==> src/rtl/alu_arbiter.sv <==
// alu_arbiter: round-robin arbiter that shares one multi-cycle ALU between two
// requesters. One operation is in flight at a time: accept, wait ALU_LAT cycles,
// hold the captured result until the consumer takes it, then return to idle.
module alu_arbiter #(
  parameter int ALU_LAT = 1
) (
  input  logic        clk,
  input  logic        rst_n,
  input  logic        req0_valid,
  output logic        req0_ready,
  input  logic [3:0]  req0_sel,
  input  logic [63:0] req0_a,
  input  logic [63:0] req0_b,
  input  logic        req1_valid,
  output logic        req1_ready,
  input  logic [3:0]  req1_sel,
  input  logic [63:0] req1_a,
  input  logic [63:0] req1_b,
  output logic [3:0]  alu_sel,
  output logic [63:0] alu_in1,
  output logic [63:0] alu_in2,
  input  logic [63:0] alu_result,
  output logic        rsp_valid,
  input  logic        rsp_ready,
  output logic        rsp_id,
  output logic [63:0] rsp_data
);

  typedef enum logic [1:0] {IDLE, EXEC, RESP} state_t;

  state_t      r_state;
  logic        r_rr;
  logic [3:0]  r_cnt;
  logic        r_id;
  logic [3:0]  r_alu_sel;
  logic [63:0] r_alu_in1;
  logic [63:0] r_alu_in2;
  logic        r_rsp_valid;
  logic        r_rsp_id;
  logic [63:0] r_rsp_data;

  logic        w_idle;
  logic        w_gnt0;
  logic        w_gnt1;

  // Grant is purely combinational so a requester sees ready in the same cycle
  // it raises valid; a lone requester wins regardless of the rr pointer.
  assign w_idle = rst_n && (r_state == IDLE);
  assign w_gnt0 = w_idle && req0_valid && (!req1_valid || !r_rr);
  assign w_gnt1 = w_idle && req1_valid && (!req0_valid ||  r_rr);

  assign req0_ready = w_gnt0;
  assign req1_ready = w_gnt1;
  assign alu_sel    = r_alu_sel;
  assign alu_in1    = r_alu_in1;
  assign alu_in2    = r_alu_in2;
  assign rsp_valid  = r_rsp_valid;
  assign rsp_id     = r_rsp_id;
  assign rsp_data   = r_rsp_data;

  // Control FSM: accept in IDLE, count down the ALU latency in EXEC, hold the
  // response in RESP until the consumer handshakes it.
  always_ff @(posedge clk) begin
    if (!rst_n) begin
      r_state     <= IDLE;
      r_rr        <= 1'b0;
      r_cnt       <= 4'd0;
      r_id        <= 1'b0;
      r_alu_sel   <= 4'd0;
      r_alu_in1   <= 64'd0;
      r_alu_in2   <= 64'd0;
      r_rsp_valid <= 1'b0;
      r_rsp_id    <= 1'b0;
      r_rsp_data  <= 64'd0;
    end else begin
      case (r_state)
        IDLE: begin
          if (w_gnt0 || w_gnt1) begin
            r_alu_sel <= w_gnt1 ? req1_sel : req0_sel;
            r_alu_in1 <= w_gnt1 ? req1_a   : req0_a;
            r_alu_in2 <= w_gnt1 ? req1_b   : req0_b;
            r_id      <= w_gnt1;
            r_cnt     <= 4'(ALU_LAT);
            r_state   <= EXEC;
          end
        end
        EXEC: begin
          // Count of 1 marks the last cycle the ALU needs; sample its result now.
          if (r_cnt <= 4'd1) begin
            r_cnt       <= 4'd0;
            r_rsp_data  <= alu_result;
            r_rsp_id    <= r_id;
            r_rsp_valid <= 1'b1;
            r_state     <= RESP;
          end else begin
            r_cnt <= r_cnt - 4'd1;
          end
        end
        RESP: begin
          // Served requester drops to lowest priority for the next arbitration.
          if (rsp_ready) begin
            r_rsp_valid <= 1'b0;
            r_rr        <= ~r_rsp_id;
            r_state     <= IDLE;
          end
        end
        default: r_state <= IDLE;
      endcase
    end
  end

endmodule

==> config.mk <==
export PLATFORM = sky130hd
export DESIGN_NAME = alu_arbiter
export DESIGN_NICKNAME = d
export VERILOG_FILES = /design/src/rtl/alu_arbiter.sv
export SDC_FILE = /design/constraint.sdc
export NUM_CORES = 1
export LEC_CHECK = 0
export CAP_MARGIN = 20
export CORE_AREA = 2 2 205 207
export CTS_CLUSTER_SIZE = 25
export DETAILED_ROUTE_END_ITERATION = 7
export DIE_AREA = 0 0 207 209
export PLACE_DENSITY_LB_ADDON = 0.12
export SYNTH_ARGS = -nofsm -noshare
export SYNTH_HDL_FRONTEND = slang
export SYNTH_SLANG_ARGS = --single-unit
export TNS_END_PERCENT = 10
==> constraint.sdc <==
create_clock -name clk -period 1.75 [get_ports clk]
set_input_delay 0.35 -clock clk [delete_from_list [all_inputs] [get_ports clk]]
set_output_delay 0.35 -clock clk [all_outputs]
set_load 0.02 [all_outputs]
==> results of run 1 <==
-- worst max-delay path: stages, from the launching register on --
cell and delay, ps:
dfxtp_1 310, or3b_4 410, buf_12 140, buf_8 110, nor2_4 130, buf_12 120
-- cells by family after synthesis --
family / Yosys count
compound gates: 545
flops: 206
buf+inv: 178
simple gates: 93
fa+ha+maj: 2
-- cell usage in the layout (no fill, tap or decap), types with 2 or more instances in the layout --
cell / n
dfxtp_1: 204
a21boi_0: 132
dlygate4sd2_1: 197
clkinvlp_4: 2
clkdlybuf4s50_1: 330
nor2_1: 3
clkbuf_1: 5
or2_2: 3
buf_16: 2
nor2_4: 5
o21ai_0: 3
nand2_1: 4
ha_1: 2
clkinv_2: 5
o31ai_1: 67
buf_6: 2
clkbuf_16: 28
a21oi_1: 70
dfxtp_2: 2
diode_2: 8
clkbuf_8: 6
inv_1: 4
a311o_1: 131
o221a_2: 81
buf_12: 35
buf_4: 33
a31oi_1: 2
o221a_1: 50
bufinv_16: 3
nand4_1: 65
-- sequential cells by signal, summed over array words and instances (netlist names) --
signal	count
alu_in1	64
alu_in2	64
rsp_data	64
alu_sel	4
r_cnt	4
r_state	2
r_id	1
r_rr	1
rsp_id	1
rsp_valid	1
-- cell type report --
class,count,share of cell area [%]
antenna,8,0.116
clock buffer,38,4.50
clock inverter,12,0.856
inverter,5,0.109
multi-input combinational,640,31.2
sequential,206,23.9
tap,539,3.91
timing repair buffer,602,35.4
-- cell usage after synthesis, drive strengths merged, types with 2 or more instances --
library cell / n / area, µm²
a211oi: 2 / 15.0
a21boi: 132 / 991
a21oi: 70 / 350
a311o: 131 / 1310
a31oi: 2 / 12.5
buf: 30 / 208
clkbuf: 143 / 537
dfxtp: 206 / 4120
ha: 2 / 25.0
inv: 5 / 18.8
nand2: 4 / 15.0
nand2b: 2 / 12.5
nand4: 65 / 407
nor2: 8 / 32.5
o21ai: 3 / 15.0
o221a: 131 / 1480
o31ai: 67 / 503
or2: 4 / 25.0
-- report_power, final --
| group | internal, mW | switching [mW] |
|---|---|---|
| logic | 2.04 | 2.13 |
| registers | 5.10 | 0.214 |
| clock network | 3.53 | 2.34 |
-- path summary, 6_finish.rpt --
path                                     start           end  slack (ps)  depth (start not counted)
worst max register to register      r_state[1]   alu_in1[32]        -260                          6
worst min register to register    rsp_data[15]  rsp_data[15]         470                          2
worst min-delay path            alu_result[57]  rsp_data[57]         340                          3
worst max-delay path                r_state[1]    req1_ready        -380                          5
-- per-stage QoR --
| stage | utilization, % | cells | cell area, µm² |
|---|---|---|---|
| after global placement | 39.7 | 1982 | 16400 |
| after global routing | 41.8 | 2046 | 17200 |
| after CTS | 41.6 | 2034 | 17200 |
| after floorplan | - | 1024 | 10200 |
| final | 41.8 | 2050 | 17300 |
| after detailed placement | 39.7 | 1982 | 16400 |
-- routing by layer --
metal	up-vias	track usage (%)	share of wire (%)
met4	4	5.89	2.2
met3	64	7.12	8.5
met5	-	0	0.055
met2	455	33.7	46
li1	5174	-	-
met1	5530	27.7	43
-- what timing repair did --
action	CTS	global route
gates cloned	1	1
resized for setup	217	1
endpoints found under the setup margin	332	135
setup buffers	2	7
pin swaps	2	2
==> summary.txt, run 1 <==
Routing
  – Routed WL: 49000 µm
  – Vias/cell: 5.48
  – DR pass1 iterations: 4
  – Antenna-violating nets left: 0
  – Via count: 11227
  – Avg WL per Cell: 23.9 µm
  – Drt initial violations: 731
  – Number of remaining DRC errors: 0

Timing
  – Setup violators final: 134
  – Slew headroom: 58.0%
  – Slew @ Worst Pin: 631 ps
  – Clock Skew: 27.3 ps
  – Final Cycle Share: 122%
  – Hold WS: 341 ps
  – Setup_tns: -25440 ps
  – Fmax: 470 MHz
  – Fin crit period: 2130 ps
  – Final WS setup: -378 ps
  – Hold Fails Final Rpt: 0
  – RSZ-0062 raised after global routing: yes
  – Fin. max-slew vios: 0

Critical path
  – CP Max Fanout: 2
  – Worst setup SP type: flip-flop
  – Critical Path Sink Type: output pin
  – Critical path class: flip-flop to output pin
  – Crit path DAT: 1780 ps
  – Required @ worst endpoint: 1400 ps

Clock tree
  – Number of CTS-inserted buffers: 27
  – Post-cts hold buffer count: 0
  – CTS sink count: 206
  – Max clock buf depth: 3
  – Clock-pin slew on the worst setup and hold paths: 60 ps
  – CTS tree: yes
  – H-tree depth reported by CTS: 1
  – Clk_lat worst skew: 560 ps
  – CTS Root Cell: clkbuf_16

Floorplanning
  – Die ar.: 0.0433 mm²
  – Initial Utilization: 24.7%
  – Number of core rows: 75
  – Ports: 533
  – Floorplan core area: 0.0413 mm²
  – Die X: 207 µm
  – Die Span Y: 209 µm

Pwr
  – P per Cell Area: 891 mW/mm²
  – LEAKAGE: 6.78 nW
  – Pwr Total: 15.4 mW
  – Worst IR Drop VDD: 0.000611 V

Outcome
  – Failing checks: setup timing
  – Outcome: finished, violations left

Global routing
  – GRT Overall Usage: 21.3%
  – Pin count of the biggest net entering global routing: 92
  – Grt ovf: 0
  – Vias in the first global route: 11169
  – First-pass GRT wire length: 73500 µm
  – Initial antenna violation count: 9

Synthesis
  – Synth Area in Adders: 0.245%
  – Syn. warnings: 0
  – Mean Syn Cell Area: 9.96 µm²
  – Post-synthesis mux area share: 0%
  – Seq/Total Area, Yosys: 40.4%
  – Seq cells post-synth: 206
  – Library cells used by synthesis: 42
  – Number of synthesized flops with an enable pin: 0
  – Async SR Flop Fraction: 0%
  – Largest family of logic cells by synthesized area: compound AO/OA/AOI/OAI gates
  – Post-synthesis xor/xnor area fraction: 0%
  – Mapped Cells: 1024
  – Post-Syn Area: 0.0102 mm²
  – Syn Nets: 1359
  – Post-Synth Simple-Gate Area: 5.48%
  – Compound-cell area share of the yosys netlist: 46.4%
  – Prevailing post-synth register cell: dfxtp_1

Finish
  – Multi-input gate area: 0.00538 mm²
  – Register Area: 0.00413 mm²
  – Nets: 1817
  – Layout area overhead: 69.1%
  – Layout cells sized above 1: 14.4%
  – Fill cell total of the finished layout: 4122

Placed design
  – DP HPWL: 32300 µm
  – Port-buffer cells: 532
  – Pre-CTS setup slack: -496 ps
  – GPL Wtd Cong: 0.774

Hold path
  – Min-Delay Path Class: input pin to flip-flop

Flow run
  – Max-Cap Viols: 0
Note: power is estimated with default switching activity, not from simulation.
==> inputs of run 2 (changes only) <==
Settings changed: RECOVER_POWER set to 25.
==> run 2 against run 1 <==
The run still ends with setup timing left. Register-to-register slack is essentially flat. Via count about the same. Design area hardly changed. Highest routed layer unchanged. Fmax shrank 0.13%.
==> summary.txt, run 2 (same netlist as run 1, synthesis figures left out) <==
Pwr
  – LEAKAGE: 6.77 nW
  – Int Pwr: 10.7 mW
  – Pwr Total: 15.3 mW
  – Psw: 4.67 mW
  – P per Cell Area: 890 mW/mm²
  – Switching share of power: 30.4%
  – Part of the power in the clock network: 38.2%
  – Gate power share: 27.1%
  – Worst IR Drop VDD: 0.000608 V
  – Sequential power share: 34.7%

Outcome
  – Failing checks: setup timing
  – Outcome: finished, violations left

Timing
  – Final Cycle Share: 122%
  – Slew headroom: 58.0%
  – RSZ-0062 raised after global routing: yes
  – Hold Fails Final Rpt: 0
  – Fmax: 469 MHz
  – Slew @ Worst Pin: 629 ps
  – Clock Skew: 27.9 ps
  – Setup violators final: 134
  – Setup_tns: -25250 ps
  – Fin. max-slew vios: 0
  – Final WS setup: -380 ps
  – Fin crit period: 2130 ps

Placed design
  – Port-buffer cells: 532
  – Pre-CTS setup slack: -496 ps
  – GPL Wtd Cong: 0.774
  – Placed insts: 1982
  – DP HPWL: 32300 µm

Critical path
  – CP Max Fanout: 2
  – Worst stage delay on the critical path: 410 ps
  – Largest delay share family, worst path: simple AND/OR/NAND/NOR gates
  – Crit-path slowest cell: or3b_4
  – Worst setup SP type: flip-flop
  – Required @ worst endpoint: 1400 ps
  – CP Cell Sequence: or3b_4 -> buf_12 -> buf_8 -> nor2_4 -> buf_12
  – Most common cell on crit path: buf_12
  – Critical Path Sink Type: output pin
  – Bufs and invs on worst path: 3
  – Crit path DAT: 1780 ps
  – CP startpoint: r_state[1]
  – Reg-to-Reg Start: r_state[1]
  – Critical path class: flip-flop to output pin

Routing
  – Drt initial violations: 772
  – Avg WL per Cell: 23.8 µm
  – Number of remaining DRC errors: 0
  – Antenna-violating nets left: 0
  – Routed WL: 48900 µm
  – DR pass1 iterations: 5
  – Vias/cell: 5.48
  – Via count: 11235

Floorplanning
  – Number of core rows: 75
  – Die ar.: 0.0433 mm²
  – Ports: 533
  – Die X: 207 µm
  – Die Span Y: 209 µm
  – Floorplan core area: 0.0413 mm²
  – Initial Utilization: 24.7%

Clock tree
  – Max clock buf depth: 3
  – Number of CTS-inserted buffers: 27
  – Clk_lat worst skew: 560 ps
  – CTS sink count: 206
  – H-tree depth reported by CTS: 1
  – CTS tree: yes
  – CTS Root Cell: clkbuf_16
  – Clock-pin slew on the worst setup and hold paths: 60 ps

Finish
  – Most frequent cells in the layout: clkdlybuf4s50_1 (330), dfxtp_1 (204), dlygate4sd2_1 (197), a21boi_0 (132), a311o_1 (131)
  – Commonest non-fill, non-tap cell in the layout: clkdlybuf4s50_1
  – Non-Filler Instances: 2050
  – Register Area: 0.00413 mm²
  – Layout area overhead: 69.0%
  – Multi-input gate area: 0.00538 mm²
  – Nets: 1817
  – Final core utilization: 41.8%
  – Layout cells sized above 1: 14.2%
  – Fill cell total of the finished layout: 4125

Flow run
  – Max-Cap Viols: 0

Hold path
  – Min-Delay Path Class: input pin to flip-flop
  – HP Start: alu_result[57]

Global routing
  – Pin count of the biggest net entering global routing: 92
  – Vias in the first global route: 11169
  – Grt ovf: 0
  – First-pass GRT wire length: 73500 µm
  – GRT Overall Usage: 21.3%
  – Initial antenna violation count: 9
[run 2: cell types whose count changed in the layout (fill, tap and decap cells not counted)]
cell and delta:
nor2b_4 -1, buf_4 -2, nor2b_2 +1, clkbuf_1 +2
[run 2: cell type report]
cell class / count / area share [%]
Sequential cell: 206 / 23.9
Clock inverter: 12 / 0.856
Timing Repair Buffer: 602 / 35.4
Multi-Input combinational cell: 640 / 31.2
Clock buffer: 38 / 4.51
Inverter: 5 / 0.109
Antenna cell: 8 / 0.116
Tap cell: 539 / 3.91
[run 2: metal layers]
layer | vias up | routed length (µm) | share of wire [%] | GRT usage, %
met5 | - | 41 | 0.084 | 0
met4 | 6 | 1140 | 2.3 | 5.89
met3 | 68 | 4220 | 8.6 | 7.12
met2 | 455 | 22900 | 47 | 33.7
met1 | 5528 | 20600 | 42 | 27.7
li1 | 5178 | - | - | -
[run 2: final timing paths]
kind | endpoint | depth (start not counted) | slack (ps)
worst max-delay path | req1_ready | 5 | -380
worst min-delay path | rsp_data[57] | 3 | 340
worst min register to register | rsp_data[62] | 2 | 470
worst max register to register | alu_in1[32] | 6 | -250
[run 2: worst min-delay path, delay by kind of cell]
| family | cells | cell delay, ps |
|---|---|---|
| compound gates | 1 | 50 |
| buf+inv | 1 | 400 |
| simple gates | 1 | 60 |
[run 2: through the flow]
step,area [µm²],hold WS [ps]
global route,17200,334
finish,17200,341
detailed placement,16400,459
CTS,17200,314
floorplan,10200,444
global placement,16400,454
[run 2: repair_timing]
action / CTS / global route
hold buffers: 0 / 0
endpoints found under the setup margin: 332 / 135
buffers inserted: 2 / 7
pin swaps: 2 / 2
cloned: 1 / 1
resized for setup: 217 / 1
[run 2: power groups by stage]
stage               clock network [mW]  registers, mW  logic, mW
global route                      6.20           5.36       4.45
detailed placement                   0           5.43       4.36
finish                            5.86           5.32       4.16
global placement                     0           5.42       4.35
CTS                               6.04           5.32       4.17
floorplan                            0           5.88       1.62
==> inputs of run 3 (changes only) <==
Settings changed: CORE_AREA 2 2 205 207 to 2 2 210 212, DIE_AREA 0 0 207 209 to 0 0 212 214, DONT_BUFFER_PORTS set to 1.
==> run 3 against run 2 <==
The flow still finishes with violations (setup timing). Combinational power shrank 40%. Non-clock buffer count shrank 456. Design area shrank 24%. Register-to-register slack lost 50 ps. Sequential share of layout area grew 7.7 points. Fmax grew 1.7%. Setup slack gained 37 ps. Critical path depth shrank 1. Critical endpoint is now req0_ready. Largest cell class is now multi-input gates.
==> summary.txt, run 3 (same netlist as run 1, synthesis figures left out) <==
Critical path
  – Critical path class: flip-flop to output pin
  – CP Cell Sequence: or3b_4 -> buf_12 -> a211oi_4 -> buf_6
  – CP Max Fanout: 2
  – Critical Path Sink Type: output pin
  – CP startpoint: r_state[0]
  – RR Endpoint: alu_in1[9]
  – Worst stage delay on the critical path: 410 ps
  – FF-to-FF path depth: 9
  – Reg2reg setup slack: -300 ps
  – Crit path DAT: 1740 ps
  – Reg-to-Reg Start: r_state[0]
  – Worst setup SP type: flip-flop
  – Required @ worst endpoint: 1400 ps
  – Crit-path slowest cell: or3b_4

Pwr
  – Part of the power in the clock network: 38.9%
  – Gate power share: 18.1%
  – Switching share of power: 31.0%
  – P per Cell Area: 1060 mW/mm²
  – LEAKAGE: 4.36 nW
  – Int Pwr: 9.58 mW
  – Sequential power share: 43.0%
  – Pwr Total: 13.9 mW
  – Worst IR Drop VDD: 0.000688 V
  – Psw: 4.30 mW

Timing
  – RSZ-0062 raised after global routing: yes
  – Fin crit period: 2090 ps
  – Setup violators final: 134
  – Clock Skew: 16.0 ps
  – Final WS setup: -344 ps
  – Fin. max-slew vios: 0
  – Slew headroom: 66.3%
  – Hold Fails Final Rpt: 0
  – Fmax: 478 MHz
  – Slew @ Worst Pin: 505 ps
  – Final Cycle Share: 120%

Clock tree
  – Number of CTS-inserted buffers: 27
  – Max clock buf depth: 3
  – Clk_lat worst skew: 540 ps
  – H-tree depth reported by CTS: 1
  – CTS Root Cell: clkbuf_16
  – CTS tree: yes
  – Clock-pin slew on the worst setup and hold paths: 60 ps
  – CTS sink count: 206

Hold path
  – Worst Hold End: r_state[1]
  – HP Start: rsp_ready
  – Hold path cells: 3
  – Min-Delay Path Class: input pin to flip-flop

Placed design
  – Pre-CTS setup slack: -38.0 ps
  – GPL Wtd Cong: 0.756
  – Port-buffer cells: 0
  – DP HPWL: 28700 µm

Global routing
  – Grt ovf: 0
  – First-pass GRT wire length: 64000 µm
  – Pin count of the biggest net entering global routing: 270
  – Initial antenna violation count: 15
  – GRT Overall Usage: 18.1%
  – Vias in the first global route: 9242

Routing
  – Vias/cell: 5.80
  – DR pass1 iterations: 5
  – Routed WL: 44700 µm
  – Via count: 9488
  – Avg WL per Cell: 27.3 µm
  – Antenna-violating nets left: 0
  – Number of remaining DRC errors: 0
  – Drt initial violations: 1027

Floorplanning
  – Die ar.: 0.0454 mm²
  – Die X: 212 µm
  – Number of core rows: 76
  – Initial Utilization: 23.8%
  – Ports: 533
  – Floorplan core area: 0.0429 mm²
  – Die Span Y: 214 µm

Finish
  – Layout cells sized above 1: 21.0%
  – Register Area: 0.00413 mm²
  – Fill cell total of the finished layout: 4454
  – Multi-input gate area: 0.00538 mm²
  – Commonest non-fill, non-tap cell in the layout: dfxtp_1
  – Nets: 1361
  – Most frequent cells in the layout: dfxtp_1 (203), a21boi_0 (132), a311o_1 (131), o221a_2 (81), a21oi_1 (70)
  – Final core utilization: 30.4%
  – Layout area overhead: 28.0%

Outcome
  – Failing checks: setup timing
  – Outcome: finished, violations left

Flow run
  – Max-Cap Viols: 0
[run 3: per-stage QoR]
| stage | instances | instance area (µm²) | setup TNS [ps] | hold slack [ps] |
|---|---|---|---|---|
| detailed placement | 1495 | 11000 | -1280 | 478 |
| CTS | 1622 | 12800 | -30290 | -28.9 |
| finish | 1636 | 13100 | -29160 | 44.9 |
| global placement | 1495 | 11000 | -796 | 479 |
| global route | 1633 | 13100 | -40760 | 7.56 |
| floorplan | 1024 | 10200 | -982 | 444 |
[run 3: repair_timing]
action,CTS,global route
resized for setup,15,11
setup buffers,9,0
pin swaps,5,4
hold buffers,66,0
endpoints found under the hold margin,109,0
endpoints found under the setup margin,36,173
gates cloned,5,7
[run 3: layer usage]
layer	global-route usage, %	wire length [µm]	share of wire, %	vias up
met1	22.1	17900	40	4690
met2	30.1	21200	47	458
met5	0	92	0.21	-
met3	6.63	4660	10	67
li1	-	-	-	4259
met4	4.11	842	1.9	14
[run 3: power by group through the flow]
stage          Combinational (mW)  Sequential (mW)  Clock, mW
3_3_place_gp                 2.08             6.09          0
4_1_cts                      2.41             5.98       5.61
2_1_floorplan                1.62             5.88          0
6_report                     2.51             5.97       5.39
3_5_place_dp                 2.09             6.08          0
5_1_grt                      2.72             6.01       5.76
[run 3: critical path, delay by kind of cell (launching register included)]
| kind | cells | cell delay (ps) |
|---|---|---|
| flops | 1 | 320 |
| buf+inv | 2 | 300 |
| compound gates | 1 | 170 |
| simple gates | 1 | 410 |
[run 3: worst max-delay path by stage]
stage | endpoint | slack, ps | cells past startpoint
after floorplan | alu_in1[0] | -20 | 7
after global placement | alu_in2[61] | -30 | 4
after detailed placement | alu_in1[27] | -40 | 4
after CTS | req0_ready | -390 | 4
after global routing | req0_ready | -410 | 4
final | req0_ready | -340 | 4
[run 3: layout make-up]
type,count,area share [%]
multi-input cells,640,41.2
clock buffers,39,5.90
inverters,5,0.144
flip-flops and latches,206,31.6
diodes,7,0.134
well taps,585,5.61
clock inverters,8,0.537
repair buffers,146,14.8
